===== src/rtl/snake_pkg.sv =====
// Purpose: shared screen/result types and defaults for the snake display path.
// Latency: n/a (types, constants and pure helper functions only).
// Backpressure: n/a.
package snake_pkg;

  typedef enum logic [2:0] {
    MENU  = 3'd0,
    GAME  = 3'd1,
    WIN   = 3'd2,
    LOSE  = 3'd3,
    DRAW  = 3'd4,
    ERROR = 3'd5
  } game_mode;

  typedef enum logic [1:0] {
    RES_WIN  = 2'd0,
    RES_LOSE = 2'd1,
    RES_DRAW = 2'd2
  } game_result_e;

  // Frames an end screen stays up before a click may dismiss it (2 s at 60 Hz).
  localparam int HOLD_FRAMES_DEF = 120;

  // End screens are the ones that wait for an acknowledging click.
  function automatic logic is_screen(input game_mode m);
    return (m == WIN) || (m == LOSE) || (m == DRAW) || (m == ERROR);
  endfunction

  // Maps a finished-game outcome onto the screen that announces it.
  function automatic game_mode result_to_mode(input game_result_e r);
    game_mode m;
    case (r)
      RES_WIN:  m = WIN;
      RES_LOSE: m = LOSE;
      default:  m = DRAW;
    endcase
    return m;
  endfunction

endpackage


===== src/rtl/vga_if.sv =====
// Purpose: VGA timing stream bundle; this block only consumes the vertical blank.
// Latency: n/a (wires only).
// Backpressure: none, the timing stream free-runs.
interface vga_if;
  logic vblnk;
  modport in  (input  vblnk);
  modport out (output vblnk);
endinterface


===== src/rtl/frame_edge_det.sv =====
// Purpose: rising-edge detector on a level, used to find the start of vertical blank.
// Latency: combinational pulse in the cycle the level is first seen high.
// Backpressure: none; a level already high when reset releases is not an edge.
module frame_edge_det (
  input  logic clk,
  input  logic rst,
  input  logic i_level,
  output logic o_rise
);

  logic r_level_q;
  logic r_low_seen;

  // Track the previous level and whether a low level has been seen since reset,
  // so a level held high across reset release cannot masquerade as a rise.
  always_ff @(posedge clk) begin
    if (rst) begin
      r_level_q  <= 1'b0;
      r_low_seen <= ~i_level;
    end else begin
      r_level_q  <= i_level;
      r_low_seen <= r_low_seen | ~i_level;
    end
  end

  assign o_rise = i_level & ~r_level_q & r_low_seen;

endmodule


===== src/rtl/draw_mode_ctrl.sv =====
// Purpose: screen-mode FSM (menu/game/end screens) stepping only on frame boundaries.
// Latency: requests latch on arrival; mode/game_run change 1 cycle after the vblnk rise.
// Backpressure: none; pending bits hold requests until the next frame edge.
module draw_mode_ctrl
  import snake_pkg::*;
#(
  parameter int HOLD_FRAMES = HOLD_FRAMES_DEF,
  parameter int HOLD_W      = 8    // must satisfy HOLD_FRAMES < 2**HOLD_W
) (
  input  logic         clk,
  input  logic         rst,
  vga_if.in            vga_in,
  input  logic         start_req,
  input  logic         click,
  input  logic         result_valid,
  input  game_result_e result,
  input  logic         error_req,
  output game_mode     mode,
  output logic         game_run,
  output logic         frame_tick
);

  localparam logic [HOLD_W-1:0] LP_HOLD_MAX = HOLD_W'(HOLD_FRAMES);

  game_mode          r_state;
  logic              r_pend_start;
  logic              r_pend_res;
  game_result_e      r_pend_res_val;
  logic              r_pend_click;
  logic              r_pend_err;
  logic [HOLD_W-1:0] r_hold;
  logic              r_game_run;
  logic              r_frame_tick;

  logic              w_frame_edge;
  logic              w_screen;
  logic              w_hold_done;
  logic              w_start;
  logic              w_res;
  game_result_e      w_res_val;
  logic              w_click;
  logic              w_err;
  game_mode          w_next;

  frame_edge_det u_frame_edge_det (
    .clk     (clk),
    .rst     (rst),
    .i_level (vga_in.vblnk),
    .o_rise  (w_frame_edge)
  );

  // Merge stored requests with this cycle's arrivals (so a request coincident
  // with the edge still counts), then pick the next state on a frame edge.
  always_comb begin
    w_screen    = is_screen(r_state);
    w_hold_done = (r_hold == LP_HOLD_MAX);
    w_start     = r_pend_start | (start_req & (r_state == MENU));
    w_res       = r_pend_res | (result_valid & (r_state == GAME));
    w_res_val   = (result_valid && (r_state == GAME)) ? result : r_pend_res_val;
    w_click     = r_pend_click | (click & w_screen & w_hold_done);
    w_err       = r_pend_err | (error_req & (r_state != ERROR));
    w_next      = r_state;
    if (w_frame_edge) begin
      if (w_err) begin
        w_next = ERROR;
      end else begin
        case (r_state)
          MENU:                  if (w_start) w_next = GAME;
          GAME:                  if (w_res)   w_next = result_to_mode(w_res_val);
          WIN, LOSE, DRAW, ERROR: if (w_click) w_next = MENU;
          default:               w_next = MENU;
        endcase
      end
    end
  end

  // State, pending requests and end-screen hold counter. Every state change
  // drops all pending bits: the consumed one is done and the rest are invalid
  // in the new state (error never survives into ERROR).
  always_ff @(posedge clk) begin
    if (rst) begin
      r_state        <= MENU;
      r_pend_start   <= 1'b0;
      r_pend_res     <= 1'b0;
      r_pend_res_val <= RES_WIN;
      r_pend_click   <= 1'b0;
      r_pend_err     <= 1'b0;
      r_hold         <= '0;
    end else if (w_next != r_state) begin
      r_state        <= w_next;
      r_pend_start   <= 1'b0;
      r_pend_res     <= 1'b0;
      r_pend_click   <= 1'b0;
      r_pend_err     <= 1'b0;
      r_hold         <= '0;
    end else begin
      r_pend_start   <= w_start;
      r_pend_res     <= w_res;
      r_pend_res_val <= w_res_val;
      r_pend_click   <= w_click;
      r_pend_err     <= w_err;
      if (w_frame_edge && w_screen && !w_hold_done) begin
        r_hold <= r_hold + 1'b1;
      end
    end
  end

  // Registered outputs: game_run looks at the next state so it moves with mode.
  always_ff @(posedge clk) begin
    if (rst) begin
      r_game_run   <= 1'b0;
      r_frame_tick <= 1'b0;
    end else begin
      r_game_run   <= (w_next == GAME);
      r_frame_tick <= w_frame_edge;
    end
  end

  assign mode       = r_state;
  assign game_run   = r_game_run;
  assign frame_tick = r_frame_tick;

endmodule


===== src/flat_wrapper.sv =====
// flat-port wrapper written by rule: the top's interface ports become plain ports
module draw_mode_ctrl_flat import snake_pkg::*;
#(
  parameter int HOLD_FRAMES = HOLD_FRAMES_DEF,
  parameter int HOLD_W      = 8                                           
)
  (clk, rst, start_req, click, result_valid, result, error_req, mode, game_run, frame_tick, vga_in_vblnk);
  vga_if vga_in_i ();
  input  logic clk;
  input  logic rst;
  input  logic start_req;
  input  logic click;
  input  logic result_valid;
  input  game_result_e result;
  input  logic error_req;
  output game_mode mode;
  output logic game_run;
  output logic frame_tick;
  input wire logic [$bits(vga_in_i.vblnk)-1:0] vga_in_vblnk;
  assign vga_in_i.vblnk = vga_in_vblnk;
  draw_mode_ctrl #(.HOLD_FRAMES(HOLD_FRAMES), .HOLD_W(HOLD_W)) u_core (.clk(clk), .rst(rst), .vga_in(vga_in_i), .start_req(start_req), .click(click), .result_valid(result_valid), .result(result), .error_req(error_req), .mode(mode), .game_run(game_run), .frame_tick(frame_tick));
endmodule

===== config.mk =====
export PLATFORM = sky130hd
export DESIGN_NAME = draw_mode_ctrl_flat
export DESIGN_NICKNAME = d
export VERILOG_FILES = /design/src/rtl/snake_pkg.sv /design/src/rtl/vga_if.sv /design/src/rtl/frame_edge_det.sv /design/src/rtl/draw_mode_ctrl.sv /design/src/flat_wrapper.sv
export SDC_FILE = /design/constraint.sdc
export NUM_CORES = 1
export LEC_CHECK = 0
export ABC_AREA = 1
export CORE_MARGIN = 10
export CORE_UTILIZATION = 45
export CTS_BUF_LIST = sky130_fd_sc_hd__clkbuf_4
export DETAILED_ROUTE_END_ITERATION = 10
export PLACE_DENSITY = 0.64
export SLEW_MARGIN = 20
export SYNTH_ARGS = -nofsm -noshare
export SYNTH_HDL_FRONTEND = slang
export SYNTH_HIERARCHICAL = 1
export SYNTH_SLANG_ARGS = --single-unit

===== constraint.sdc =====
create_clock -name clk -period 4.49 [get_ports clk]
set_input_delay 0.6735 -clock clk [delete_from_list [all_inputs] [get_ports clk]]
set_output_delay 0.6735 -clock clk [all_outputs]
set_load 0.05 [all_outputs]

==> summary.md, run 1 <==
| Metric | Value |
|---|---|
| Run status | `finished clean` |
| Final HPWL DP | `1908 um` |
| R2r setup slk | `2180 ps` |
| Detail Route Antenna Nets | `0` |
| Share of cells above drive strength 1 | `15.25%` |
| Initial antenna violation count | `0` |
| FILL cells | `255` |
| Routed vias/inst | `5.019` |
| Crit share post-route | `63.54%` |
| Setup bufs post-CTS | `0` |
| Pleak | `0.5717 nW` |
| Total grt overflow | `0` |
| Fin cells | `207` |
| Fin nets | `189` |
| Routability cong. | `0.8414` |
| Area grow syn2layout | `15.12%` |
| Worst skew pair latency | `300 ps` |
| Resize count post-CTS | `0` |
| DR vias | `1039` |
| Clk sink count | `21` |
| Clock Skews | `2.853 ps` |
| Critical path type | `input port to flip-flop` |
| CTS tree | `done` |
| Placed cells | `203` |
| Clock Tree Buf Depth | `2` |
| Worst slew pin tran | `578.3 ps` |
| Worst Setup SP | `vga_in_vblnk` |
| CP endpoint kind | `flip-flop` |
| Setup tns final | `0 ps` |
| Fmax | `350.5 MHz` |
| Hold_buf cts | `0` |
| # Max-Cap Violations | `0` |
| Delay of the slowest critical-path stage | `500 ps` |
| Yosys warns | `6` |
| R2r endpoint | `u_core/r_hold[2]` |
| Area of the die | `5055 um^2` |
| Library cells used by synthesis | `30` |
| Largest net degree at the start of global routing | `12` |
| Final setup fails | `0` |
| Most frequent cells in the layout | `nand2_1, inv_1, dfxtp_1` |
| Tot Pwr | `0.4183 mW` |
| Worst vdd ir | `194.5 uV` |
| First-pass GRT wire length | `4146 um` |
| CP Max Fanout | `11` |
| I/O Buffers | `13` |
| Slew HR | `61.31%` |
| CP Launch Type | `input port` |
| R2r startpoint | `u_core/u_frame_edge_det/r_low_seen` |
| Worst path slowest cell | `clkdlybuf4s50_1` |
| Most common cell after layout, fill and taps aside | `nand2_1` |
| Core area | `2477 um^2` |
| Die H | `71.10 um` |
| #FFs+latches synth | `21` |
| Most Frequent Cell on Critical Path | `nand2_1` |
| Util after Layout | `54.60%` |
| Tmin final | `2853 ps` |
| Sequential area share after synthesis | `35.78%` |
| CTS H-tree depth | `1` |
| Clock root cell | `clkbuf_4` |
| Setup crit end | `u_core/r_hold[2]` |
| Worst setup margin | `1637 ps` |
| Unrepaired setup endpoints after global routing | `no` |
| Ports | `14` |
| FF-to-FF path depth | `10` |
| Crit path cell chain | `clkdlybuf4s50_1 > nand2_1 > nor2_1 > inv_1 > nor3_1 > nand2_1 > nand3_1 > nand2_1 > nor2_4 > nand3_2 > nor3_1` |
| Slew Viols, Final | `0` |
| Clk slew on worst S/H paths | `110 ps` |
| Die W | `71.10 um` |
| DRC | `0` |
| Mean Syn Cell Area | `7.208 um^2` |
| Drt pass-1 iters | `4` |
| Crit path DAT | `3070 ps` |
| Post-Syn Area | `1175 um^2` |
| Pwr Density | `309.2 nW/um^2` |
| Global Route Usage Sum | `9.618%` |
| Pre-CTS setup slack | `1292 ps` |
| Largest reg by FF count | `u_core/r_hold` |
| Cell count after synthesis | `163` |
| Vias in the first global route | `1014` |
| Endpoints failing hold | `0` |
| Initial DRC Count | `50` |
| Synthesized net count | `174` |
| Required time of the critical path | `4710 ps` |
| Initial Util | `47.42%` |
| Num CTS Buffers | `3` |
| # rows | `18` |
| Ant. Diodes | `0` |
| Max FFs per register | `8` |
| Hold Path Class | `flip-flop to flip-flop` |
| Final WL | `2397 um` |
| WL per Instance | `11.58 um` |
==> Yosys cell counts <==
library cell | count | area (um^2)
dfxtp_1 | 21 | 420.4
and3_1 | 1 | 6.260
and2_1 | 1 | 6.260
or2_1 | 1 | 6.260
ha_1 | 2 | 25.02
inv_2 | 1 | 3.750
nor3_1 | 2 | 10.01
buf_6 | 1 | 11.26
o21ai_0 | 5 | 25.02
xor2_1 | 2 | 17.52
nor3_2 | 1 | 10.01
nand2_1 | 39 | 146.4
nand3_2 | 2 | 20.02
or2_2 | 2 | 12.51
a21o_1 | 1 | 7.510
o21ai_1 | 1 | 5.000
nor2_1 | 13 | 48.80
clkbuf_1 | 1 | 3.750
nand2_2 | 1 | 6.260
nand4_1 | 8 | 50.05
a21oi_1 | 3 | 15.01
nand3_4 | 1 | 17.52
a21oi_2 | 8 | 70.07
nor3b_1 | 1 | 7.510
nor2_4 | 2 | 22.52
buf_2 | 1 | 5.000
nor2_2 | 4 | 25.02
nand3_1 | 11 | 55.05
nor4_4 | 1 | 21.27
inv_1 | 25 | 93.84
==> per-stage QoR <==
| step | cell area [um^2] | hold WS (ps) |
|---|---|---|
| final | 1353 | 464.1 |
| after global routing | 1353 | 501.3 |
| after CTS | 1353 | 473.3 |
| after detailed placement | 1323 | 450.3 |
| after global placement | 1323 | 431.3 |
| after floorplan | 1175 | 418.4 |
==> power by group <==
part | total (mW) | switching (mW) | internal, mW | leakage [nW]
Combinational | 0.114 | 0.0742 | 0.0398 | 0.382
Sequential | 0.209 | 0.0101 | 0.199 | 0.171
Clock | 0.0953 | 0.0547 | 0.0406 | 0.0184
==> cell families after synthesis <==
kind of cell / count (synthesis) / share of synthesized area, %
AO/OA/AOI/OAI: 18 / 10.44
AND/OR/NAND/NOR: 91 / 40.15
adder cells (fa/ha/maj): 2 / 2.130
flip-flops: 21 / 35.78
buffers and inverters: 29 / 10.01
XOR/XNOR: 2 / 1.491
==> cell type report <==
type                       count  area, um^2  area share (%)
timing repair buffer          13       130.1           9.621
multi-input combinational    113       636.9           47.09
sequential                    21       420.4           31.08
tap                           30       37.54           2.775
inverter                      26       97.59           7.216
clock buffer                   4       30.03           2.220
==> critical path: cells and delay by family <==
kind                   cells  cell delay, ps
buffers and inverters      2             650
and+or+nand+nor            9            1750
==> routing by layer <==
metal / vias to the layer above / wire length, um / global-route usage [%]
met1: 476 / 1089 / 10.21
met3: 2 / 109 / 4.184
li1: 549 / - / -
met4: 0 / 12 / 1.935
met2: 12 / 1185 / 17.21
met5: - / 0 / 0
==> worst min-delay path by stage <==
| stage | startpoint | endpoint | cells after the start |
|---|---|---|---|
| final | u_core/u_frame_edge_det/r_low_seen | u_core/u_frame_edge_det/r_low_seen | 2 |
| after global routing | u_core/u_frame_edge_det/r_low_seen | u_core/u_frame_edge_det/r_low_seen | 2 |
| after CTS | u_core/u_frame_edge_det/r_low_seen | u_core/u_frame_edge_det/r_low_seen | 2 |
| after detailed placement | u_core/u_frame_edge_det/r_low_seen | u_core/u_frame_edge_det/r_low_seen | 2 |
| after global placement | u_core/u_frame_edge_det/r_low_seen | u_core/u_frame_edge_det/r_low_seen | 2 |
| after floorplan | u_core/u_frame_edge_det/r_low_seen | u_core/u_frame_edge_det/r_low_seen | 2 |
Power figures use the tool's default switching activity.
==> run 2, diff against run 1 <==
Clock period 4.49 ns to 2.7 ns, I/O delays scaled along.
==> run 2 against run 1 <==
Against the previous run: worst setup slack got worse by 1200 ps; critical path depth increased by 4; register-to-register slack got worse by 1700 ps; cell count increased by 0.97%; first-iteration DRC count increased by 6.0%; flip-flop and latch count unchanged; combinational power increased by 72%; clock skew increased by 12 ps; via count decreased by 0.29%; sequential share of layout area decreased by 0.28 points; count of clock-buffer cells in the layout decreased by 1; sequential power increased by 67%; critical path type is now flip-flop to flip-flop; largest cell class unchanged; largest power group unchanged.
==> summary.md, run 2 (synthesis results as in run 1) <==
| Metric | Value |
|---|---|
| Run status | `finished clean (unchanged)` |
| Global Route met1 Usage | `12.84% (was 10.21%)` |
| Final HPWL DP | `1954 um (was 1908 um)` |
| Tmin final | `2244 ps` |
| Register Area | `420.4 um^2 (unchanged)` |
| Worst slew pin tran | `510.2 ps (was 578.3 ps)` |
| DR vias | `1036 (was 1039)` |
| Crit share post-route | `83.13%` |
| Setup bufs post-CTS | `0 (unchanged)` |
| Slew Viols, Final | `0 (unchanged)` |
| I/O Buffers | `13 (unchanged)` |
| Die H | `71.10 um (unchanged)` |
| Slew HR | `65.88% (was 61.31%)` |
| Multi-input logic area | `636.9 um^2 (unchanged)` |
| Grt met3 use | `3.766% (was 4.184%)` |
| Met2 Use GR | `16.22% (was 17.21%)` |
| Global routing's busiest layer | `met2 (unchanged)` |
| Clock root cell | `clkbuf_4 (unchanged)` |
| Ant. Diodes | `0 (unchanged)` |
| CP endpoint kind | `flip-flop (unchanged)` |
| Clock Tree Buf Depth | `2 (unchanged)` |
| Largest reg by FF count | `u_core/r_hold (unchanged)` |
| # Max-Cap Violations | `0 (unchanged)` |
| WL per Instance | `11.97 um (was 11.58 um)` |
| FILL cells | `248 (was 255)` |
| Most frequent cells in the layout | `nand2_1, inv_1, dfxtp_1 (unchanged)` |
| Routability cong. | `0.8624 (was 0.8414)` |
| DRC | `0 (unchanged)` |
| Num CTS Buffers | `3 (unchanged)` |
| Area of the die | `5055 um^2 (unchanged)` |
| Ports | `14 (unchanged)` |
| # rows | `18 (unchanged)` |
| Pleak | `0.5806 nW (was 0.5717 nW)` |
| Endpoints failing hold | `0 (unchanged)` |
| Worst skew pair latency | `310 ps (was 300 ps)` |
| Clock Skews | `14.74 ps (was 2.853 ps)` |
| Global Route Usage Sum | `10.52% (was 9.618%)` |
| Vias in the first global route | `1026 (was 1014)` |
| Clk slew on worst S/H paths | `120 ps (was 110 ps)` |
| Detail Route Antenna Nets | `0 (unchanged)` |
| Share of cells above drive strength 1 | `16.20% (was 15.25%)` |
| Total grt overflow | `0 (unchanged)` |
| Die W | `71.10 um (unchanged)` |
| Fmax | `445.6 MHz` |
| Max FFs per register | `8 (unchanged)` |
| Most common cell after layout, fill and taps aside | `nand2_1 (unchanged)` |
| CTS tree | `done (unchanged)` |
| Hold_buf cts | `0 (unchanged)` |
| CP Max Fanout | `7 (was 11)` |
| Resize count post-CTS | `0 (unchanged)` |
| Core area | `2477 um^2 (unchanged)` |
| Critical path type | `flip-flop to flip-flop (was input port to flip-flop)` |
| Routed vias/inst | `4.957 (was 5.019)` |
| CP Launch Type | `flip-flop (was input port)` |
| Crit path DAT | `2500 ps (was 3070 ps)` |
| Drt pass-1 iters | `4 (unchanged)` |
| Setup tns final | `0 ps (unchanged)` |
| Pwr Density | `508.0 nW/um^2 (was 309.2 nW/um^2)` |
| Area grow syn2layout | `16.19% (was 15.12%)` |
| Unrepaired setup endpoints after global routing | `no (unchanged)` |
| Initial DRC Count | `53 (was 50)` |
| Clk sink count | `21 (unchanged)` |
| Initial antenna violation count | `0 (unchanged)` |
| Fin cells | `209 (was 207)` |
| First-pass GRT wire length | `4491 um (was 4146 um)` |
| Worst vdd ir | `401.8 uV (was 194.5 uV)` |
| Initial Util | `47.42% (unchanged)` |
| Final WL | `2502 um (was 2397 um)` |
| Final setup fails | `0 (unchanged)` |
| Placed cells | `205 (was 203)` |
| Largest net degree at the start of global routing | `13 (was 12)` |
| CTS H-tree depth | `1 (unchanged)` |
| Hold Path Class | `flip-flop to flip-flop (unchanged)` |
| Required time of the critical path | `2960 ps (was 4710 ps)` |
| Fin nets | `191 (was 189)` |
-- run 2: cell count changes in the layout (fill, tap and decap cells not counted), sizes merged --
cell,delta
buf,+2
clkinv,+1
clkbuf,-1
-- run 2: cell type report --
| type | instances | share of cell area [%] |
|---|---|---|
| Tap cell | 30 | 2.750 |
| Inverter | 26 | 7.149 |
| Multi-Input combinational cell | 113 | 46.65 |
| Clock buffer | 3 | 1.650 |
| Clock inverter | 1 | 0.3666 |
| Timing Repair Buffer | 15 | 10.63 |
| Sequential cell | 21 | 30.80 |
-- run 2: layer usage --
layer | share of wire, % | routed length (um)
met4 | 2.3 | 58
met5 | 0 | 0
met2 | 45 | 1120
met1 | 45 | 1134
met3 | 7.5 | 188
-- run 2: where the power goes --
group	internal (mW)	switching, mW
Sequential	0.331	0.0171
Combinational	0.0706	0.125
Clock	0.0552	0.0946
-- run 2: worst paths after layout --
kind                                                    startpoint                                 end  slack, ps  depth (start not counted)
worst max-delay path                              u_core/r_hold[0]                    u_core/r_hold[5]        460                         15
worst min-delay path            u_core/u_frame_edge_det/r_low_seen  u_core/u_frame_edge_det/r_low_seen        450                          2
worst max register to register                    u_core/r_hold[0]                    u_core/r_hold[5]        460                         15
worst min register to register  u_core/u_frame_edge_det/r_low_seen  u_core/u_frame_edge_det/r_low_seen        450                          2
-- run 2: per-stage QoR --
stage / cell area [um^2] / hold slack [ps] / utilization, % / total power, mW / setup slack [ps]
after floorplan: 1175 / 418.4 / - / 0.4990 / 621.8
after global placement: 1338 / 432.6 / 53.99 / 0.5477 / 387.6
after detailed placement: 1338 / 436.5 / 53.99 / 0.5508 / 299.3
after CTS: 1365 / 457.7 / 55.10 / 0.7059 / 457.7
after global routing: 1365 / 500.0 / 55.10 / 0.7523 / 190.6
final: 1365 / 454.6 / 55.10 / 0.6935 / 455.6
-- run 2: worst max-delay path, stage by stage, from the launching register on --
cell and delay [ps]:
dfxtp_1 350, inv_1 120, ha_1 150, nand2_1 50, nor2_1 200, nand3_1 170, nand3_1 100, nand2_1 50
nand2_1 70, nand2_1 60, nor2_1 190, nand2_1 100, nand2_2 100, nand3_2 190, buf_4 230, a21oi_2 100
